### src/rtl/operand_dispatcher_n.sv
// operand_dispatcher_n
// N-lane operand dispatcher. It takes one operand per data pointer, rotates the batch
// through a crossbar onto N functional-unit lanes, and registers each lane behind its own
// valid/ready handshake. Each output lane also carries the index of the pointer that
// produced it and a zero flag, which are used for datapointer-update prediction.
// A batch moves only as a whole: it fires once every pointer presents an operand and every
// output lane is either empty or being drained in the same cycle.

module operand_dispatcher_n #(
  parameter  int WIDTH = 16,
  parameter  int LANES = 2,
  parameter  int MODE  = 0,
  localparam int SRC_W = (LANES > 1) ? $clog2(LANES) : 1
) (
  input  logic                   clk,
  input  logic                   preset_n,
  input  logic                   flush_i,
  input  logic [LANES*WIDTH-1:0] data_i,
  input  logic [LANES-1:0]       valid_i,
  output logic [LANES-1:0]       ready_o,
  input  logic [SRC_W-1:0]       sel_i,
  output logic [LANES-1:0]       in_zero_o,
  output logic [LANES*WIDTH-1:0] operand_o,
  output logic [LANES-1:0]       op_valid_o,
  input  logic [LANES-1:0]       op_ready_i,
  output logic [LANES*SRC_W-1:0] op_src_o,
  output logic [LANES-1:0]       op_zero_o,
  output logic [SRC_W-1:0]       rot_o
);

  logic                   stage_free;
  logic                   fire;
  logic [SRC_W-1:0]       rot_q;
  logic [SRC_W-1:0]       rot_use;
  logic [SRC_W-1:0]       rot_next;
  logic [WIDTH-1:0]       lane_data [LANES];
  logic [LANES*WIDTH-1:0] routed_data;
  logic [LANES*SRC_W-1:0] routed_src;
  logic [LANES-1:0]       routed_zero;
  logic [LANES-1:0]       op_valid_q;
  logic [LANES*WIDTH-1:0] operand_q;
  logic [LANES*SRC_W-1:0] src_q;
  logic [LANES-1:0]       zero_q;

  // A batch fires only when every output lane can take a new operand and every pointer has one
  always_comb begin
    stage_free = &(~op_valid_q | op_ready_i);
    fire       = stage_free & (&valid_i) & ~flush_i;
    ready_o    = {LANES{fire}};
  end

  // Split the flat input bus into per-pointer operands and flag the zero ones
  always_comb begin
    in_zero_o = '0;
    for (int p = 0; p < LANES; p++) begin
      lane_data[p] = data_i[p*WIDTH +: WIDTH];
      in_zero_o[p] = (data_i[p*WIDTH +: WIDTH] == '0);
    end
  end

  // Rotation source: internal round-robin counter, or the requested amount folded into range
  generate
    if (MODE == 1) begin : g_round_robin
      always_comb begin
        rot_use = rot_q;
        if (rot_q == SRC_W'(LANES - 1)) begin
          rot_next = '0;
        end else begin
          rot_next = rot_q + 1'b1;
        end
      end
    end else begin : g_external_sel
      always_comb begin
        rot_use  = SRC_W'(int'(sel_i) % LANES);
        rot_next = rot_use;
      end
    end
  endgenerate

  // Rotation crossbar: output lane k is fed from pointer (k + rotation) mod LANES
  always_comb begin
    routed_data = '0;
    routed_src  = '0;
    routed_zero = '0;
    for (int k = 0; k < LANES; k++) begin
      int               s;
      logic [SRC_W-1:0] sidx;
      s = k + int'(rot_use);
      if (s >= LANES) begin
        s = s - LANES;
      end
      sidx                           = SRC_W'(s);
      routed_src[k*SRC_W +: SRC_W]   = sidx;
      routed_data[k*WIDTH +: WIDTH]  = lane_data[sidx];
      routed_zero[k]                 = in_zero_o[sidx];
    end
  end

  // Output stage: flush wins over a fire, a fire reloads every lane, otherwise lanes drain on their own
  always_ff @(posedge clk or negedge preset_n) begin
    if (!preset_n) begin
      op_valid_q <= '0;
      operand_q  <= '0;
      src_q      <= '0;
      zero_q     <= '0;
      rot_q      <= '0;
    end else if (flush_i) begin
      op_valid_q <= '0;
      rot_q      <= '0;
    end else if (fire) begin
      op_valid_q <= '1;
      operand_q  <= routed_data;
      src_q      <= routed_src;
      zero_q     <= routed_zero;
      rot_q      <= rot_next;
    end else begin
      op_valid_q <= op_valid_q & ~op_ready_i;
    end
  end

  assign operand_o  = operand_q;
  assign op_valid_o = op_valid_q;
  assign op_src_o   = src_q;
  assign op_zero_o  = zero_q;
  assign rot_o      = rot_q;

endmodule

### config.mk
export PLATFORM = sky130hd
export DESIGN_NAME = operand_dispatcher_n
export DESIGN_NICKNAME = d
export VERILOG_FILES = /design/src/rtl/operand_dispatcher_n.sv
export SDC_FILE = /design/constraint.sdc
export NUM_CORES = 1
export LEC_CHECK = 0
export BUFFER_PORTS_ARGS = -buffer_cell sky130_fd_sc_hd__clkbuf_2
export CELL_PAD_IN_SITES_DETAIL_PLACEMENT = 1
export CELL_PAD_IN_SITES_GLOBAL_PLACEMENT = 1
export CORE_AREA = 2 2 80 82
export CTS_BUF_LIST = sky130_fd_sc_hd__clkbuf_4
export CTS_CLUSTER_SIZE = 24
export DETAILED_ROUTE_END_ITERATION = 6
export DIE_AREA = 0 0 82 84
export PLACE_DENSITY_LB_ADDON = 0.1
export SYNTH_ARGS = -nofsm -noshare
export SYNTH_HDL_FRONTEND = slang
export SYNTH_SLANG_ARGS = --single-unit
### constraint.sdc
create_clock -name clk -period 1.2 [get_ports clk]
set_input_delay 0.12 -clock clk [delete_from_list [all_inputs] [get_ports clk]]
set_output_delay 0.12 -clock clk [all_outputs]
set_load 0.02 [all_outputs]
==> results.md <==
* Peak VDD IR at 0.690 mV
* Simple-Gate Fraction of Synth Area at between 10% and 20%
* Crit path DAT at 1.37 ns
* Finished Core Util at 50.8%
* Post-route ant nets at 0
* Crit path required time at ~1.1 ns
* Ys flop type: dfrtp_1
* Reg-to-Reg Start: op_valid_o[0]$_DFF_PN0_
* Synth Area in Adders at 0%
* Psw at about 1500 uW
* DP HPWL at between 4000 and 5000 um
* Final hold slack at 0.0960 ns
* Sequential fraction of the synthesis area at 50.3%
* Count of yosys warnings during synthesis at 0
* Largest family of logic cells by synthesized area: multiplexers
* CP Capture Type: primary output
* Port buffer count at 82
* Worst Hold End: operand_o[2]$_DFFE_PN0P_
* Met1 Routed Length at around 2500 um
* Worst-path clk slew at roughly 0.13 ns
* RePlAce Congestion at around 0.73
* Post-Synthesis Cells at 180
* Synth cell types at 19
* H-tree levels at 2
* Worst skew pair latency at 0.35 ns
* Final critical-path setup slack at -0.293 ns
* Synth Area in XOR/XNOR at 0%
* Iteration-0 DRC Markers at 30
* CTS max path bufs at 2
* Layout cells sized above 1 at between 50% and 60%
* Die X at 82 um
* Number of synthesized flops with an enable pin at 0
* Comb power frac at 37.1%
* Initial antenna violation count at 0
* Ys async rst share at between 90% and 100%
* Diodes inserted at 0
* Worst hold path type: in -> reg
* Failing checks: setup timing
* Max FO, Critical Path at 4
* Synth Area in Compound Gates at slightly below 10%
* Initial Util at a little under a third
* Total number of vias at roughly 1800
* Number of vias per cell at 4.81
* Core Box Area at around 0.0061 mm2
* GRT Total Usage at between 10% and 20%
* Routed Wire Length at approximately 6000 um
* Clock power share at 18.2%
* Max_slew headroom at approximately four fifths
* Post-synthesis register bit count at 39
* # fillers at just over 700
* Status: complete, but fails checks
* Yosys top cell area share at 50.3%
* Cts bufs inserted at 5
* # DRC at 0
* Total power at between 3000 and 4000 uW
* Io pins at 83
* Largest net degree at the start of global routing at 40
* WS Path Type: reg -> out
* CTS tree: yes
* Clock skew at around 0.011 ns
* Hold depth at 3
* CP Launch Type: register
* Fin. Hold Viols at 0
* Die Ht at roughly 84 um
* WL/cell at 16.3 um
* Area of the die at 0.00689 mm2
* LEAKAGE at 0.00147 uW
* Final worst path period share at 124%
* Final min period at roughly 1.5 ns
* Met3 wire length at roughly 320 um
* Final setup fails at 38
* Sw Share at about two fifths
* Max Cap Viol at 0
* Top cells by count, synth: 39 x dfrtp_1, 35 x nor2_1, 34 x a21oi_1, 34 x mux2i_1, 8 x nor4_2
* Sequential Power Share at between 40% and 50%
* Cell Count, Final, Fillers Out at 376
* Synthesized area at between 0.0015 and 0.002 mm2
* Std cell rows at 29
* Cell-internal power at between 2000 and 2500 uW
* Total global routing overflow at 0
* Max Slew Vio Count at 0
* Vias in the first global route at roughly 1900
* RSZ-0062 raised after global routing: true
* Post-synthesis mux area share at approximately a fifth
* DR top layer: met4
* Met2 wire len at 3280 um
* Setup_tns at -7.09 ns
* Drt first pass iters at 4
* Worst-case reg-to-reg path depth at 6
* Area Overhead vs Synth at 59.4%
* R2r endpoint: operand_o[13]$_DFFE_PN0P_
* Net count of the finished layout at about 340
* Cells after DPL at 360
* Pwr per Cell Area at roughly 1300 mW/mm2
* Synth area leader: dfrtp_1
* Global-route wire length before repair at 9260 um
* Internal reg-to-reg setup slack at -0.22 ns
* Avg Cell Area, Syn at roughly 11 um2
* Dominant cell by count in the synthesized netlist: dfrtp_1
* Synth top area cells: dfrtp_1 50%, mux2i_1 18%, a21oi_1 8.8%, nor2_1 6.8%, nor4_2 5.2%
* Hold Startpoint: data_i[2]
* F_max at between 600 and 700 MHz
* Clk sinks at 39
* Root buf cell: clkbuf_4
* Slew @ Worst Pin at approximately 0.3 ns
* Syn_nets at 220
## placed cells by master (no fill, tap or decap)
| cell | synthesis | layout |
|---|---|---|
| a21oi_1 | 34 | 19 |
| a21oi_2 | 2 | 17 |
| and4bb_4 | 0 | 1 |
| buf_12 | 0 | 5 |
| buf_16 | 0 | 2 |
| buf_4 | 6 | 31 |
| buf_6 | 1 | 1 |
| buf_8 | 1 | 3 |
| clkbuf_16 | 0 | 1 |
| clkbuf_2 | 0 | 80 |
| clkbuf_4 | 0 | 6 |
| clkinv_2 | 0 | 1 |
| clkinvlp_4 | 0 | 1 |
| dfrtp_1 | 39 | 37 |
| dfrtp_2 | 0 | 2 |
| dlygate4sd3_1 | 0 | 2 |
| inv_1 | 3 | 3 |
| mux2_2 | 2 | 2 |
| mux2_4 | 0 | 1 |
| mux2i_1 | 34 | 34 |
| nand2_1 | 1 | 1 |
| nand2b_1 | 1 | 1 |
| nand2b_4 | 1 | 1 |
| nand3_1 | 1 | 1 |
| nand4_1 | 3 | 3 |
| nor2_1 | 35 | 19 |
| nor2_2 | 0 | 2 |
| nor2_4 | 0 | 14 |
| nor4_2 | 8 | 4 |
| nor4_4 | 0 | 4 |
## cells by family (layout without fill, tap and decap cells)
family | count (synthesis) | count (layout)
and+or+nand+nor | 51 | 51
DFF | 39 | 39
muxes | 37 | 37
AOI/OAI and AO/OA | 36 | 36
buffers and inverters | 17 | 136
## routing by layer
metal	up-vias	global-route usage, %
li1	867	-
met3	6	5.30
met1	891	20.9
met4	0	5.00
met5	-	0
met2	45	31.0
## per-stage QoR
stage	setup slack (ns)	area, um2
floorplan	-0.0839	1960
finish	-0.293	3100
global placement	-0.132	2660
global route	-0.366	3100
detailed placement	-0.169	2660
CTS	-0.336	2860
## power by group through the flow
stage	Clock [uW]	Sequential [uW]	Combinational, uW
floorplan	0	2050	386
global placement	0	1730	1260
detailed placement	0	1750	1280
CTS	758	1720	1330
global route	802	1810	1590
finish	718	1770	1470
## worst max path at each step
stage	startpoint	slack [ns]	cells past startpoint	endpoint
after global routing	op_valid_o[1]$_DFF_PN0_	-0.37	4	ready_o[0]
after CTS	op_valid_o[0]$_DFF_PN0_	-0.34	4	ready_o[0]
final	op_valid_o[0]$_DFF_PN0_	-0.29	4	ready_o[1]
after global placement	op_valid_o[0]$_DFF_PN0_	-0.13	4	ready_o[1]
after detailed placement	op_valid_o[0]$_DFF_PN0_	-0.17	5	operand_o[10]$_DFFE_PN0P_
after floorplan	op_valid_o[1]$_DFF_PN0_	-0.08	4	op_src_o[0]$_DFFE_PN0P_
## critical path, cell delays in order (launching register included)
cell and delay (ns):
dfrtp_2 0.45, nand2b_4 0.08, and4bb_4 0.26, buf_12 0.12
buf_8 0.10
## layout make-up
cell class / count / area (um2) / share of cell area, %
clock buffers: 6 / 45.0 / 1.46
clock inverters: 2 / 12.5 / 0.404
inverters: 3 / 11.3 / 0.364
multi-input cells: 124 / 1060 / 34.3
flip-flops and latches: 39 / 978 / 31.6
well taps: 77 / 96.3 / 3.11
repair buffers: 125 / 890 / 28.7
## sequential cells by signal (all words and copies together) (netlist names)
name	flops
operand_o	32
op_src_o	2
op_valid_o	2
op_zero_o	2
rot_o	1
## repair_timing
item                                   CTS  global route
resized for setup                       12            55
cloned                                   2             1
setup endpoints to repair               38            40
pin swaps                                1             1
hold buffers                             1             1
buffers inserted                         5             1
endpoints found under the hold margin   39             2
(Power assumes the default switching activity.)
